--- src/rtl/frame_sequencer_if.sv ---
// Handshake/status bundle between the frame sequencer and its image datapath.
// FRAME_REPEAT_EN adds the frame_count status field.
interface frame_sequencer_if #(
    parameter int WIDTH  = 768,
    parameter int HEIGHT = 512
);
    localparam int RW = $clog2(HEIGHT);
    localparam int CW = $clog2(WIDTH);
    localparam int AW = $clog2(3 * WIDTH * HEIGHT);

    logic          start;
    logic          out_ready;
    logic          vsync;
    logic          hsync;
    logic [RW-1:0] row;
    logic [CW-1:0] col;
    logic [AW-1:0] pix_addr;
    logic          busy;
    logic          frame_done;
`ifdef FRAME_REPEAT_EN
    logic [15:0]   frame_count;
`endif

    modport master (
        output start,
        output out_ready,
`ifdef FRAME_REPEAT_EN
        input  frame_count,
`endif
        input  vsync,
        input  hsync,
        input  row,
        input  col,
        input  pix_addr,
        input  busy,
        input  frame_done
    );

    modport slave (
        input  start,
        input  out_ready,
`ifdef FRAME_REPEAT_EN
        output frame_count,
`endif
        output vsync,
        output hsync,
        output row,
        output col,
        output pix_addr,
        output busy,
        output frame_done
    );
endinterface

--- src/rtl/frame_sequencer.sv ---
// Frame timing controller walking a bottom-up RGB BMP buffer in pixel pairs.
// FRAME_REPEAT_EN: stream frames back to back and expose a 16-bit frame_count.
//
// state   | meaning
// --------+----------------------------------------------------
// S_IDLE  | waiting for start
// S_VSYNC | vsync high for START_UP_DELAY cycles
// S_HGAP  | idle gap of HSYNC_DELAY cycles before each row
// S_DATA  | pixel pairs transferred on each out_ready cycle
// S_DONE  | one-cycle frame_done pulse
module frame_sequencer #(
    parameter int WIDTH          = 768,
    parameter int HEIGHT         = 512,
    parameter int START_UP_DELAY = 100,
    parameter int HSYNC_DELAY    = 160
) (
    input  logic             HCLK,
    input  logic             HRESET,
    frame_sequencer_if.slave bus
);
    localparam int RW = $clog2(HEIGHT);
    localparam int CW = $clog2(WIDTH);
    localparam int AW = $clog2(3 * WIDTH * HEIGHT);
    localparam int DMAX = (START_UP_DELAY > HSYNC_DELAY) ? START_UP_DELAY : HSYNC_DELAY;
    localparam int DW = $clog2(DMAX + 1);

    localparam logic [DW-1:0] VS_LOAD   = DW'(START_UP_DELAY - 1);
    localparam logic [DW-1:0] HG_LOAD   = DW'(HSYNC_DELAY - 1);
    localparam logic [CW-1:0] COL_LAST  = CW'(WIDTH - 2);
    localparam logic [RW-1:0] ROW_LAST  = RW'(HEIGHT - 1);
    localparam logic [AW-1:0] ADDR_TOP  = AW'(3 * WIDTH * (HEIGHT - 1));
    // From the last pair of one row back to the first pair of the row above it in memory.
    localparam logic [AW-1:0] ADDR_BACK = AW'(6 * WIDTH - 6);
    localparam logic [AW-1:0] ADDR_STEP = AW'(6);

    typedef enum logic [2:0] {S_IDLE, S_VSYNC, S_HGAP, S_DATA, S_DONE} state_t;

    state_t        state_q, state_d;
    logic [DW-1:0] cnt_q, cnt_d;
    logic [RW-1:0] row_q, row_d;
    logic [CW-1:0] col_q, col_d;
    logic [AW-1:0] addr_q, addr_d;
    logic          vsync_q, vsync_d;
    logic          busy_q, busy_d;
    logic          frame_done_q, frame_done_d;
`ifdef FRAME_REPEAT_EN
    logic [15:0]   frame_count_q, frame_count_d;
`endif
    logic          xfer;

    always_ff @(posedge HCLK) begin
        if (HRESET) begin
            state_q      <= S_IDLE;
            cnt_q        <= '0;
            row_q        <= '0;
            col_q        <= '0;
            addr_q       <= '0;
            vsync_q      <= 1'b0;
            busy_q       <= 1'b0;
            frame_done_q <= 1'b0;
`ifdef FRAME_REPEAT_EN
            frame_count_q <= '0;
`endif
        end else begin
            state_q      <= state_d;
            cnt_q        <= cnt_d;
            row_q        <= row_d;
            col_q        <= col_d;
            addr_q       <= addr_d;
            vsync_q      <= vsync_d;
            busy_q       <= busy_d;
            frame_done_q <= frame_done_d;
`ifdef FRAME_REPEAT_EN
            frame_count_q <= frame_count_d;
`endif
        end
    end

    assign xfer = (state_q == S_DATA) && bus.out_ready;

    always_comb begin
        state_d = state_q;
        cnt_d   = cnt_q;
        row_d   = row_q;
        col_d   = col_q;
        addr_d  = addr_q;
        unique case (state_q)
            S_IDLE: begin
                if (bus.start) begin
                    state_d = S_VSYNC;
                    cnt_d   = VS_LOAD;
                    row_d   = '0;
                    col_d   = '0;
                    addr_d  = ADDR_TOP;
                end
            end
            S_VSYNC: begin
                if (cnt_q == '0) begin
                    state_d = S_HGAP;
                    cnt_d   = HG_LOAD;
                end else begin
                    cnt_d = cnt_q - 1'b1;
                end
            end
            S_HGAP: begin
                if (cnt_q == '0) begin
                    state_d = S_DATA;
                end else begin
                    cnt_d = cnt_q - 1'b1;
                end
            end
            S_DATA: begin
                if (xfer) begin
                    if (col_q != COL_LAST) begin
                        col_d  = col_q + CW'(2);
                        addr_d = addr_q + ADDR_STEP;
                    end else if (row_q == ROW_LAST) begin
                        state_d = S_DONE;
                    end else begin
                        state_d = S_HGAP;
                        cnt_d   = HG_LOAD;
                        row_d   = row_q + 1'b1;
                        col_d   = '0;
                        addr_d  = addr_q - ADDR_BACK;
                    end
                end
            end
            S_DONE: begin
`ifdef FRAME_REPEAT_EN
                state_d = S_VSYNC;
                cnt_d   = VS_LOAD;
                row_d   = '0;
                col_d   = '0;
                addr_d  = ADDR_TOP;
`else
                state_d = S_IDLE;
`endif
            end
            default: state_d = S_IDLE;
        endcase
    end

    always_comb begin
        vsync_d      = (state_d == S_VSYNC);
        busy_d       = (state_d != S_IDLE);
        frame_done_d = (state_d == S_DONE);
`ifdef FRAME_REPEAT_EN
        frame_count_d = frame_count_q + ((state_d == S_DONE) ? 16'd1 : 16'd0);
`endif
    end

    assign bus.vsync      = vsync_q;
    assign bus.hsync      = xfer;
    assign bus.row        = row_q;
    assign bus.col        = col_q;
    assign bus.pix_addr   = addr_q;
    assign bus.busy       = busy_q;
    assign bus.frame_done = frame_done_q;
`ifdef FRAME_REPEAT_EN
    assign bus.frame_count = frame_count_q;
`endif
endmodule

--- src/flat_wrapper.sv ---
// flat-port wrapper written by rule: the top's interface ports become plain ports
module frame_sequencer_flat 
#(
    parameter int WIDTH          = 768,
    parameter int HEIGHT         = 512,
    parameter int START_UP_DELAY = 100,
    parameter int HSYNC_DELAY    = 160
)
  (HCLK, HRESET, bus_start, bus_out_ready, bus_vsync, bus_hsync, bus_row, bus_col, bus_pix_addr, bus_busy, bus_frame_done);
  frame_sequencer_if #(.WIDTH(WIDTH), .HEIGHT(HEIGHT)) bus_i ();
  input  logic HCLK;
  input  logic HRESET;
  input wire logic [$bits(bus_i.start)-1:0] bus_start;
  input wire logic [$bits(bus_i.out_ready)-1:0] bus_out_ready;
  output wire logic [$bits(bus_i.vsync)-1:0] bus_vsync;
  output wire logic [$bits(bus_i.hsync)-1:0] bus_hsync;
  output wire logic [$bits(bus_i.row)-1:0] bus_row;
  output wire logic [$bits(bus_i.col)-1:0] bus_col;
  output wire logic [$bits(bus_i.pix_addr)-1:0] bus_pix_addr;
  output wire logic [$bits(bus_i.busy)-1:0] bus_busy;
  output wire logic [$bits(bus_i.frame_done)-1:0] bus_frame_done;
  assign bus_i.start = bus_start;
  assign bus_i.out_ready = bus_out_ready;
  assign bus_vsync = bus_i.vsync;
  assign bus_hsync = bus_i.hsync;
  assign bus_row = bus_i.row;
  assign bus_col = bus_i.col;
  assign bus_pix_addr = bus_i.pix_addr;
  assign bus_busy = bus_i.busy;
  assign bus_frame_done = bus_i.frame_done;
  frame_sequencer #(.WIDTH(WIDTH), .HEIGHT(HEIGHT), .START_UP_DELAY(START_UP_DELAY), .HSYNC_DELAY(HSYNC_DELAY)) u_core (.HCLK(HCLK), .HRESET(HRESET), .bus(bus_i));
endmodule
--- config.mk ---
export PLATFORM = sky130hd
export DESIGN_NAME = frame_sequencer_flat
export DESIGN_NICKNAME = d
export VERILOG_FILES = /design/src/rtl/frame_sequencer_if.sv /design/src/rtl/frame_sequencer.sv /design/src/flat_wrapper.sv
export SDC_FILE = /design/constraint.sdc
export NUM_CORES = 1
export LEC_CHECK = 0
export BUFFER_PORTS_ARGS = -buffer_cell sky130_fd_sc_hd__buf_2
export CAP_MARGIN = 20
export CORE_ASPECT_RATIO = 1.25
export CORE_UTILIZATION = 57
export CTS_CLUSTER_DIAMETER = 30
export DETAILED_ROUTE_END_ITERATION = 7
export HOLD_SLACK_MARGIN = 0.15
export PLACE_DENSITY = 0.8
export SYNTH_ARGS = -nofsm -noshare
export SYNTH_HDL_FRONTEND = slang
export SYNTH_SLANG_ARGS = --single-unit
--- constraint.sdc ---
create_clock -name HCLK -period 4.05 [get_ports HCLK]
set_input_delay 0.2025 -clock HCLK [delete_from_list [all_inputs] [get_ports HCLK]]
set_output_delay 0.2025 -clock HCLK [all_outputs]
set_load 0.02 [all_outputs]
# Yosys cells after proc, flatten, opt, wreduce, memory -nomap -nowiden
# Index checks and enable logic that the tools add are counted.
# Widths: inputs -> output; s select.
[op_classes] n_eq_ne=13 n_mux=29 reduce_logical=9 n_addsub=5
[ops] operator="$mux 21" n=4
[ops] operator="$mux 8" n=6
[ops] operator="$pmux 21 s2" n=1
[ops] operator="$mux 10" n=4
[ops] operator="$mux 9" n=4
[ops] operator="$pmux 8 s4" n=1
[ops] operator="$add 21x3->21 const B" n=1
[ops] operator="$sub 21x13->21 const B" n=1
[ops] operator="$pmux 10 s2" n=1
[ops] operator="$mux 3" n=6
[ops] operator="$pmux 9 s2" n=1
[ops] operator="$pmux 3 s4" n=1
[ops] operator="$add 10x2->10 const B" n=1
[ops] operator="$ne 10x10->1 const B" n=1
[ops] operator="$ne 2x2->1 const B" n=5
[ops] operator="$add 9x1->9 const B" n=1
[ops] operator="$eq 9x9->1 const B" n=1
[ops] operator="$logic_not 8->1" n=1
[ops] operator="$sub 8x1->8 const B" n=1
[ops] operator="$eq 3x1->1 const B" n=2
[ops] operator="$eq 3x2->1 const B" n=2
[ops] operator="$reduce_and 6->1" n=1
[ops] operator="$reduce_and 5->1" n=1
[ops] operator="$reduce_and 4->1" n=1
[ops] operator="7 further kinds" n=7
[word_totals] register_bits=54 out_inout_bits=44 elab_cells=64 inputBits=4

# Logic depth before layout (Yosys ltp)
# Gate-level depths: netlist of run 1.
[logic_depth] depth_word=6 ltp_mapped=12 ltp_nobuf=10

# Worst setup path before layout of run 1
# Ideal clock, no wire load.
[synth_timing] path_type="register to register" startpoint="reg u_core.col_q[8] (netlist: u_core.bus.col[8])" endpoint="reg u_core.addr_q[20] (netlist: u_core.bus.pix_addr[20])" required_ns=3.931 stages_incl_launch_ff=13 arrival_ns=2.874 setup_ns=0.119 path_buffers=2 synth_period_minus_slack_ns=2.992 setup_slack_ns=1.058 cell_sequence="dfxtp_1 and2b_1 nand3_4 buf_6 clkbuf_1 inv_1 ha_1 nand2_1 or4_1 a21oi_1 o211a_1 a21oi_1 o221a_2"
[synth_between] elab_chain_len=4 word_cells_on_any_way=6 classes_between="eq/ne: 2; mux: 3; reduce/logical: 1"
[synth_lines] element="start: declaration" line="frame_sequencer.sv:41" text="logic [CW-1:0] col_q, col_d;"
[synth_lines] element="start signal: assignment" line="frame_sequencer.sv:68" text="col_q <= col_d;"
[synth_lines] element="$ne 10x10->1 (*)" line="frame_sequencer.sv:114" text="if (col_q != COL_LAST) begin"
[synth_lines] element="$mux 21" line="frame_sequencer.sv:114"
[synth_lines] element="$mux 21" line="frame_sequencer.sv:113" text="if (xfer) begin"
[synth_lines] element="$pmux 21 s2" line="frame_sequencer.sv:87" text="unique case (state_q)"
[synth_lines] element="end signal: assignment" line="frame_sequencer.sv:69" text="addr_q <= addr_d;"
[synth_lines] element="end: declaration" line="frame_sequencer.sv:42" text="logic [AW-1:0] addr_q, addr_d;"
# Mark *: on every way between the ends. The rest lies on a longest branch, timed or not. The select of a mux whose other input is x is not followed.
# A chain may end at the register's enable or synchronous reset.

# Worst setup path in the final report of run 1
[layout_timing] startpoint="reg u_core.state_q[1]" endpoint="reg u_core.addr_q[16] (netlist: u_core.bus.pix_addr[16])"
[layout_between] elab_chain_len=4 word_cells_on_any_way=9 classes_between="eq/ne: 4; mux: 1; reduce/logical: 4"
[layout_lines] element="start: declaration" line="frame_sequencer.sv:38" text="state_t state_q, state_d;"
[layout_lines] element="start signal: assignment" line="frame_sequencer.sv:65" text="state_q <= state_d;"
[layout_lines] element="$eq 3x2->1" line="frame_sequencer.sv:79, frame_sequencer.sv:87"
[layout_lines] element="$logic_and 1x1->1" line="frame_sequencer.sv:79" text="assign xfer = (state_q == S_DATA) && bus.out_ready;"
[layout_lines] element="$ne 2x2->1 (no source line)"
[layout_lines] element="$reduce_and 4->1 (no source line)"
# Parallel ways exist; a longest one is shown, timed or not.

==> results of run 1 <==
-- per-layer routing --
| layer | vias up | share of wire (%) | global-route usage [%] |
|---|---|---|---|
| met2 | 83 | 50 | 46.1 |
| li1 | 1436 | - | - |
| met1 | 1400 | 43 | 33.7 |
| met3 | 13 | 4.7 | 4.53 |
| met5 | - | 0 | 0 |
| met4 | 0 | 2.3 | 12.4 |
-- per-stage QoR --
| step | setup WS (ns) | util [%] | std cells |
|---|---|---|---|
| 6_report | 1.23 | 65.0 | 473 |
| 5_1_grt | 1.08 | 65.0 | 473 |
| 4_1_cts | 1.30 | 65.0 | 473 |
| 3_5_place_dp | 1.32 | 63.5 | 466 |
| 3_3_place_gp | 1.36 | 63.5 | 466 |
| 2_1_floorplan | 1.06 | - | 381 |
-- power groups by stage --
stage,Combinational (W),Clock [W],Sequential [W]
3_3_place_gp,0.000264,0,0.000598
3_5_place_dp,0.000271,0,0.000600
4_1_cts,0.000273,0.000287,0.000588
6_report,0.000274,0.000283,0.000589
2_1_floorplan,0.000207,0,0.000600
5_1_grt,0.000301,0.000306,0.000595
-- flip-flops by register name, summed over array words and instances (netlist names) --
signal	count
u_core.cnt_q	8
u_core.bus.col	9
u_core.bus.frame_done	1
u_core.bus.vsync	1
u_core.bus.row	9
u_core.state_q	3
u_core.bus.busy	1
u_core.bus.pix_addr	20
-- worst paths after layout --
kind                                                 to  slack, ns
worst max-delay path            u_core.bus.pix_addr[16]       1.23
worst min-delay path                    u_core.bus.busy       0.22
worst max register to register  u_core.bus.pix_addr[16]       1.23
worst min register to register          u_core.cnt_q[6]       0.49
-- synth_stat cells (all sizes together), types with 8 or more instances --
master / count
and3: 8
ha: 9
inv: 15
dfxtp: 52
clkbuf: 13
nor3: 23
a21oi: 29
nand2: 29
nand4: 16
xnor2: 12
nor4: 8
xor2: 8
nor2: 42
o21ai: 15
buf: 10
nand3: 20
-- worst max-delay path, delay by kind of cell, from the launching register on --
| family | cells | cell delay (ns) |
|---|---|---|
| AO/OA/AOI/OAI | 3 | 0.90 |
| buffers and inverters | 1 | 0.33 |
| flip-flops | 1 | 0.65 |
| AND/OR/NAND/NOR | 2 | 0.81 |
-- logic make-up after synthesis --
kind of cell               Yosys count
and+or+nand+nor                    173
AOI/OAI and AO/OA                   83
DFF                                 52
buffers and inverters               38
xor gates and xnor gates            20
adders and majority gates            9
muxes                                4
other                                1
-- layout make-up --
class                           count  area, um2
Clock buffer                        6       72.6
Clock inverter                      1       5.00
Fill cell                         448       1780
Inverter                           15       56.3
Multi-Input combinational cell    291       1820
Sequential cell                    52       1040
Tap cell                           62       77.6
Timing Repair Buffer               46        233
==> key figures, run 1 <==
Pwr
  – Internal: around 0.00076 W
  – Clock share of power: between 20% and 30%
  – Pwr Total: ~0.0011 W
  – Worst VDD drop: between 0.2 and 0.25 mV
  – Leakage: 1.31 nW
  – Flop pwr share: approximately half
  – Power Density: 347 nW/um2
  – NetSw: ~0.0004 W
  – Combinational Power Share: between 20% and 30%
  – Switching fraction of total power: between 30% and 40%

Floorplan
  – Die Wd: roughly 67 um
  – Starting Density: approximately three fifths
  – Rows: 29
  – DIE AREA: about 5600 um2
  – Io pins: 48
  – Die H: roughly 83 um
  – Core region area: ~5100 um2

Yosys
  – Post-Syn Area: 3020 um2
  – Yosys warnings: 0
  – EDFF count, synth: 0
  – Synth top area cells: dfxtp_1 34%, nor2_1 5.2%, a21oi_1 4.6%
  – Synthesized flop and latch total: between 50 and 60
  – Synth Instances: 380
  – Main flop type after synthesis: dfxtp_1
  – Synthesized area per cell: slightly below 8 um2
  – Post-Synth Simple-Gate Area: 29.8%
  – Post-Synth Adder-Cell Area: under 10%
  – Post-Synth XOR/XNOR Area: roughly 5.8%
  – Post-synth top area cell: dfxtp_1
  – Netlist cell types: 64
  – Fraction of the yosys area taken by sequential cells: 34.4%
  – Synth top area share: approximately a third
  – Multiplexer area fraction after synthesis: ~1.3%
  – Asr flop ratio synth: 0%
  – Synth Area in Compound Gates: between 10% and 20%
  – Largest family of logic cells by synthesized area: simple AND/OR/NAND/NOR gates

Timing
  – Setup Total Neg Slack: 0 ns
  – Clk_skew: around 0.010 ns
  – Final slew viol count: 0
  – Final hold violations: 0
  – Final Cycle Share: a little under 70%
  – RSZ-0062 raised after global routing: no
  – Rel. slew slack: 44.9%
  – # setup viols final: 0
  – Final Critical Period: roughly 2.8 ns
  – Max Clk Rate: roughly 0.35 GHz
  – Worst hold slack: 0.225 ns
  – Slew @ Worst Pin: about 0.82 ns

Placement
  – Placement-stage cell area: 3220 um2
  – Placer's final routability congestion estimate: around 0.87
  – Detailed placer's ending HPWL: 5.27 mm
  – PortBufs: 45

Cells and area
  – Layout cell share with drive strength beyond 1: 16.8%
  – Post-route cell area: between 3000 and 4000 um2
  – Ant. Diodes: 0
  – Synth-to-layout area growth: 9.23%
  – Most frequent cells in the layout: 52 x dfxtp_1, 45 x buf_2, 42 x nor2_1
  – Most common cell after layout, fill and taps aside: dfxtp_1
  – Fin nets: 424

Critical path
  – RR Startpoint: u_core.state_q[1]
  – Crit path max-delay cell type: dfxtp_1
  – CP Launch Type: register
  – Critical Path Sink Type: register
  – Worst path max stage delay: 0.65 ns
  – CP Max Fanout: 17
  – R2R depth: 6
  – Worst EP arrival: approximately 3 ns
  – CP Launch Point: u_core.state_q[1]
  – Crit path required time: 4.25 ns
  – Critical path cell sequence: and3b_1, nand2_1, o21ai_2, buf_4, a21oi_1, o221a_2
  – Setup CP Type: reg2reg

Worst hold path
  – Worst min-delay path category: in2reg
  – Hold path cells: 3
  – Hold_sp: bus_start

GRT
  – First-pass GRT wire length: 12.1 mm
  – Largest net degree at the start of global routing: 33
  – Overall routing resource usage: between 20% and 30%
  – Grt ovf: 0
  – Antenna violations before repair: 0
  – Vias in the first global route: 2563

Drt
  – Number of remaining DRC errors: 0
  – Drt wl/cell: ~16 um
  – Final ANT Viol Nets: 0
  – Iteration count of the initial detailed-routing pass: 4
  – Vias/cell: a little over 6
  – DR iter-0 viols: 198
  – Via Count: around 2900
  – Routed Wire Length: between 7 and 8 mm

Clock tree
  – Clock Latency Late Sink: around 0.31 ns
  – Root Buffer Master: clkbuf_8
  – CTS tree: built
  – Total CTS buffers: 5
  – CTS max path bufs: 2
  – Postcts setup bufs: 0
  – Hold_buf cts: 0
  – Post-cts sizing count: 0
  – H-Tree Depth: 2
  – Clock sink count: 52
  – Worst-path clk slew: approximately 0.09 ns

Flow run
  – Max-cap violations: 0

Run status
  – Status: finished, final reports clean
No activity file was read; power rests on OpenSTA's default activity.
==> run 2: changes to the inputs <==
- clock period: 4.05 -> 2.7 ns (I/O delays scaled with it)
==> run 2 against run 1 <==
Effect of this change:
- hold slack lost 0.065 ns
- clock-buffer cell count grew 1
- combinational power grew 58%
==> key figures, run 2 (synthesis gave the netlist of run 1 again) <==
Timing
  – Clk_skew: 0.00736 ns (-0.00313 ns)
  – Setup Total Neg Slack: 0 ns (unchanged)
  – # setup viols final: 0 (unchanged)
  – Final Cycle Share: 92.1% (+22 points)
  – Slew @ Worst Pin: 0.567 ns (-0.257 ns)
  – Max Clk Rate: 0.402 GHz (+13%)
  – RSZ-0062 raised after global routing: no
  – Final slew viol count: 0 (unchanged)
  – Final Critical Period: 2.49 ns (-0.333 ns)
  – Final hold violations: 0 (unchanged)
  – Rel. slew slack: 61.9% (+17 points)

Floorplan
  – Die H: 83.4 um (unchanged)
  – Core region area: 5080 um2 (unchanged)
  – DIE AREA: 5600 um2 (unchanged)
  – Io pins: 48 (unchanged)
  – Rows: 29 (unchanged)
  – Starting Density: 59.5% (unchanged)
  – Die Wd: 67.1 um (unchanged)

GRT
  – First-pass GRT wire length: 12.3 mm (+2.4%)
  – Antenna violations before repair: 0 (unchanged)
  – Grt ovf: 0 (unchanged)
  – Overall routing resource usage: 28.1% (+0.51 points)
  – Vias in the first global route: 2715 (+5.9%)
  – Largest net degree at the start of global routing: 32 (-3.0%)

Cells and area
  – Footprint of the multi-input gates: 1840 um2 (+1.1%)
  – Most frequent cells in the layout: 48 x dfxtp_1, 45 x buf_2, 42 x nor2_1
  – Synth-to-layout area growth: 13.4%
  – Number of fill cells: 451 (+0.67%)
  – FF+latch area: 1050 um2 (+0.72%)
  – Most common cell after layout, fill and taps aside: dfxtp_1
  – Fin nets: 435 (+2.6%)
  – Ant. Diodes: 0 (unchanged)
  – Max reg flops: 20 (unchanged)
  – Post-route cell area: 3430 um2 (+3.8%)
  – Layout cell share with drive strength beyond 1: 20.8% (+4.0 points)
  – Final core occ: 67.5% (+2.5 points)

Critical path
  – Worst EP arrival: 2.74 ns (-0.28 ns)
  – CP Max Fanout: 4 (-13)
  – CP top delay family: compound AO/OA/AOI/OAI gates
  – R2R depth: 10 (+4)
  – Worst path max stage delay: 0.43 ns (-0.22 ns)
  – Worst reg2reg path endpoint: u_core.bus.pix_addr[20]
  – RR Startpoint: u_core.bus.col[8]
  – Setup CP Type: reg2reg
  – Critical Path Sink Type: register
  – Reg2Reg Setup Slack: 0.21 ns (-1.02 ns)
  – Worst Path Buf+Inv: 1 (unchanged)
  – Critical path cell sequence: and2b_2, nand3_4, inv_1, ha_4, or3_1, a2111oi_4, a21oi_1, o211a_1, a21oi_1, o221a_2
  – CP Launch Type: register
  – Crit path max-delay cell type: a2111oi_4
  – Cell mode on critical path: a21oi_1
  – Crit path required time: 2.96 ns (-1.29 ns)

Run status
  – Status: finished, final reports clean

Placement
  – Detailed placer's ending HPWL: 5.37 mm (+1.9%)
  – Placer's final routability congestion estimate: 0.981 (+12%)
  – PortBufs: 45 (unchanged)
  – Placement-stage cell area: 3330 um2 (+3.4%)

Worst hold path
  – Hold path cells: 3 (unchanged)
  – Worst min-delay path category: in2reg
  – Hold Path End: u_core.bus.busy
  – Hold_sp: bus_start

Clock tree
  – Hold_buf cts: 0 (unchanged)
  – Total CTS buffers: 5 (unchanged)
  – Clock Latency Late Sink: 0.30 ns (about the same)
  – Post-cts sizing count: 0 (unchanged)
  – Postcts setup bufs: 0 (unchanged)
  – CTS max path bufs: 2 (unchanged)
  – H-Tree Depth: 2 (unchanged)
  – Worst-path clk slew: 0.10 ns (about the same)
  – Clock sink count: 52 (unchanged)
  – CTS tree: built
  – Root Buffer Master: clkbuf_8

Pwr
  – Power Density: 519 nW/um2 (+50%)
  – Leakage: 1.36 nW (+4.4%)
  – Worst VDD drop: 0.389 mV (+77%)

Drt
  – Via Count: 2938 (+0.20%)
  – Vias/cell: 6.06 (-2.3%)
  – Iteration count of the initial detailed-routing pass: 4 (unchanged)
  – Drt wl/cell: 15.2 um (-4.3%)
  – DR iter-0 viols: 174 (-12%)
  – Number of remaining DRC errors: 0 (unchanged)
  – Routed Wire Length: 7.35 mm (-1.9%)
  – Final ANT Viol Nets: 0 (unchanged)

Flow run
  – Max-cap violations: 0 (unchanged)
-- run 2: layer usage --
metal	part of all wire, %	global-route usage, %	vias up
li1	-	-	1466
met1	43	34.9	1391
met2	51	49.6	70
met3	3.6	3.98	11
met4	1.6	6.38	0
met5	0	0	-
-- run 2: worst max-delay path by stage --
stage,from,to,cells past startpoint
final,u_core.bus.col[8],u_core.bus.pix_addr[20],10
after global routing,u_core.bus.col[8],u_core.bus.pix_addr[20],10
after CTS,u_core.bus.col[8],u_core.bus.pix_addr[20],10
after detailed placement,u_core.bus.col[8],u_core.bus.pix_addr[20],10
after global placement,u_core.bus.col[8],u_core.bus.pix_addr[20],10
after floorplan,u_core.bus.col[1],u_core.bus.pix_addr[20],12
-- run 2: power breakdown --
group | switching [W] | internal (W)
sequential | 0.0000671 | 0.000814
combinational | 0.000271 | 0.000164
clock | 0.000255 | 0.000209
total | 0.000593 | 0.00119
-- run 2: final cells by class --
| type | instances | share of cell area, % |
|---|---|---|
| Clock buffer | 7 | 2.52 |
| Clock inverter | 1 | 0.219 |
| Inverter | 15 | 1.64 |
| Multi-Input combinational cell | 291 | 53.6 |
| Sequential cell | 52 | 30.6 |
| Tap cell | 62 | 2.26 |
| Timing Repair Buffer | 57 | 9.20 |
-- run 2: worst reg2reg max path, stage by stage, from the launching register on --
cell       delay (ns)
dfxtp_4          0.37
and2b_2          0.25
nand3_4          0.09
inv_1            0.07
ha_4             0.16
or3_1            0.39
a2111oi_4        0.43
a21oi_1          0.11
o211a_1          0.25
a21oi_1          0.15
o221a_2          0.19
-- run 2: through the flow --
stage          total power, W  std cells  setup slack, ns  hold WS [ns]
5_1_grt               0.00187        485           0.0431         0.187
4_1_cts               0.00179        485            0.220         0.159
6_report              0.00178        485            0.212         0.159
3_5_place_dp          0.00133        477            0.233         0.467
2_1_floorplan         0.00121        381          0.00952         0.217
3_3_place_gp          0.00132        477            0.295         0.456
==> run 3: changes to the inputs <==
- SETUP_SLACK_MARGIN: default -> 0.4
==> run 3 against run 2 <==
Effect of this change:
- largest cell class unchanged
- via count rose by 4.0%
- global-route usage increased by 1.4 points
- critical path depth increased by 1
- clock-buffer cell count rose by 1
- total power grew 3.6%
- fmax rose by 5.9%
- hold slack got worse by 0.0076 ns
- highest routed layer unchanged
- register-to-register slack improved by 0.14 ns
==> key figures, run 3 (synthesis gave the netlist of run 1 again) <==
Critical path
  – Cell mode on critical path: a21oi_2
  – Crit path required time: 2.96 ns (about the same)
  – Critical Path Sink Type: register
  – Setup CP Type: reg2reg
  – CP Launch Type: register
  – Critical path cell sequence: and2b_2, nand3_4, inv_4, ha_4, or3_4, a2111oi_4, buf_4, a21oi_2, o211a_1, a21oi_2, o221a_2
  – Worst path max stage delay: 0.38 ns (-0.05 ns)
  – Worst EP arrival: 2.61 ns (-0.13 ns)
  – CP Max Fanout: 2 (-2)
  – Crit path max-delay cell type: or3_4

Timing
  – Max Clk Rate: 0.426 GHz (+5.9%)
  – Rel. slew slack: 52.5% (-9.4 points)
  – Final slew viol count: 0 (unchanged)
  – # setup viols final: 0 (unchanged)
  – Setup Total Neg Slack: 0 ns (unchanged)
  – Final Cycle Share: 87.0% (-5.1 points)
  – Slew @ Worst Pin: 0.708 ns (+0.140 ns)
  – Worst hold slack: 0.152 ns (-0.00756 ns)
  – Final hold violations: 0 (unchanged)
  – Clk_skew: 0.00580 ns (-0.00157 ns)
  – Final Critical Period: 2.35 ns (-0.138 ns)
  – RSZ-0062 raised after global routing: yes

Cells and area
  – Most common cell after layout, fill and taps aside: buf_2
  – Max reg flops: 20 (unchanged)
  – Post-route cell area: 3680 um2 (+7.2%)
  – Ant. Diodes: 0 (unchanged)
  – Fin nets: 452 (+3.9%)
  – Layout cell share with drive strength beyond 1: 28.2% (+7.4 points)
  – Most frequent cells in the layout: 45 x buf_2, 42 x dfxtp_1, 41 x nor2_1
  – Synth-to-layout area growth: 21.6%

Worst hold path
  – Worst min-delay path category: in2reg

Pwr
  – Power Density: 502 nW/um2 (-3.3%)
  – Leakage: 1.49 nW (+9.1%)
  – Worst VDD drop: 0.331 mV (-15%)

Run status
  – Status: finished, final reports clean

Clock tree
  – Worst-path clk slew: 0.09 ns (about the same)
  – CTS max path bufs: 2 (unchanged)
  – H-Tree Depth: 2 (unchanged)
  – Clock sink count: 52 (unchanged)
  – CTS tree: built
  – Clock Latency Late Sink: 0.31 ns (about the same)
  – Total CTS buffers: 5 (unchanged)
  – Root Buffer Master: clkbuf_8

Drt
  – Vias/cell: 6.09 (+0.46%)
  – Routed Wire Length: 7.86 mm (+7.0%)
  – Iteration count of the initial detailed-routing pass: 4 (unchanged)
  – DR iter-0 viols: 168 (-3.4%)
  – Via Count: 3055 (+4.0%)
  – Number of remaining DRC errors: 0 (unchanged)
  – Final ANT Viol Nets: 0 (unchanged)
  – Drt wl/cell: 15.7 um (+3.4%)

GRT
  – Antenna violations before repair: 0 (unchanged)
  – Met2 Use GR: 49.7% (+0.091 points)
  – First-pass GRT wire length: 13.0 mm (+5.0%)
  – Grt met3 use: 3.98% (unchanged)
  – Largest net degree at the start of global routing: 32 (unchanged)
  – Met1 GRT Util: 35.7% (+0.80 points)
  – Vias in the first global route: 2825 (+4.1%)
  – Grt ovf: 0 (unchanged)
  – GR peak layer: met2
  – Overall routing resource usage: 29.5% (+1.4 points)

Placement
  – PortBufs: 45 (unchanged)
  – Detailed placer's ending HPWL: 5.40 mm (+0.66%)
  – Placer's final routability congestion estimate: 0.971 (-1.1%)
  – Placement-stage cell area: 3370 um2 (+1.2%)

Floorplan
  – Starting Density: 59.5% (unchanged)
  – Die H: 83.4 um (unchanged)
  – Core region area: 5080 um2 (unchanged)
  – Die Wd: 67.1 um (unchanged)
  – Rows: 29 (unchanged)
  – DIE AREA: 5600 um2 (unchanged)
  – Io pins: 48 (unchanged)

Flow run
  – Max-cap violations: 0 (unchanged)
-- run 3: cell types whose count changed in the layout (fill, tap and decap cells not counted), moves of 2 or more --
cell,previous run,this run
dfxtp_2,3,5
a21oi_2,1,3
a21oi_1,28,26
dfxtp_4,1,5
o21ai_0,11,9
inv_4,0,2
buf_4,12,27
dfxtp_1,48,42
-- run 3: through the flow --
step | util [%] | power (W) | worst slack [ns] | std cells
after global routing | 72.4 | 0.00192 | 0.228 | 502
final | 72.4 | 0.00184 | 0.350 | 502
after floorplan | - | 0.00121 | 0.113 | 381
after detailed placement | 66.4 | 0.00133 | 0.275 | 476
after global placement | 66.4 | 0.00132 | 0.327 | 476
after CTS | 70.3 | 0.00182 | 0.306 | 496
-- run 3: path summary, 6_finish.rpt --
check / cells after the start / slack (ns) / from / end
setup / recovery: 11 / 0.35 / u_core.bus.col[8] / u_core.bus.pix_addr[20]
hold / removal: 3 / 0.15 / bus_start / u_core.bus.busy
setup reg to reg: 11 / 0.35 / u_core.bus.col[8] / u_core.bus.pix_addr[20]
hold reg to reg: 1 / 0.44 / u_core.bus.col[9] / u_core.bus.col[9]
-- run 3: area by class of cell --
| type | count | area [um2] |
|---|---|---|
| Multi-Input combinational cell | 291 | 1920 |
| Fill cell | 408 | 1400 |
| Sequential cell | 52 | 1070 |
| Timing Repair Buffer | 74 | 449 |
| Clock buffer | 8 | 100 |
| Tap cell | 62 | 77.6 |
| Inverter | 15 | 61.3 |
-- run 3: layer usage --
metal	vias to the layer above	wire [um]	share of wire, %
li1	1498	-	-
met1	1454	3290	42
met2	84	4050	52
met3	19	294	3.7
met4	0	227	2.9
met5	-	0	0
-- run 3: worst max-delay path, delay by kind of cell (launching register included) --
kind | cells | cell delay [ns]
compound gates | 5 | 0.89
fa+ha+maj | 1 | 0.14
buf+inv | 2 | 0.22
flops | 1 | 0.35
simple gates | 3 | 0.71
-- run 3: power breakdown --
group | internal (W) | switching, W | total [W]
clock network | 0.000235 | 0.000258 | 0.000493
registers | 0.000810 | 0.0000736 | 0.000883
logic | 0.000185 | 0.000282 | 0.000467
total | 0.00123 | 0.000614 | 0.00184
-- run 3: what timing repair did --
action | CTS | global route
hold buffers | 1 | 0
endpoints found under the setup margin | 8 | 24
buffers inserted | 11 | 6
pin swaps | 9 | 10
endpoints found under the hold margin | 1 | 0
resized for setup | 2 | 12
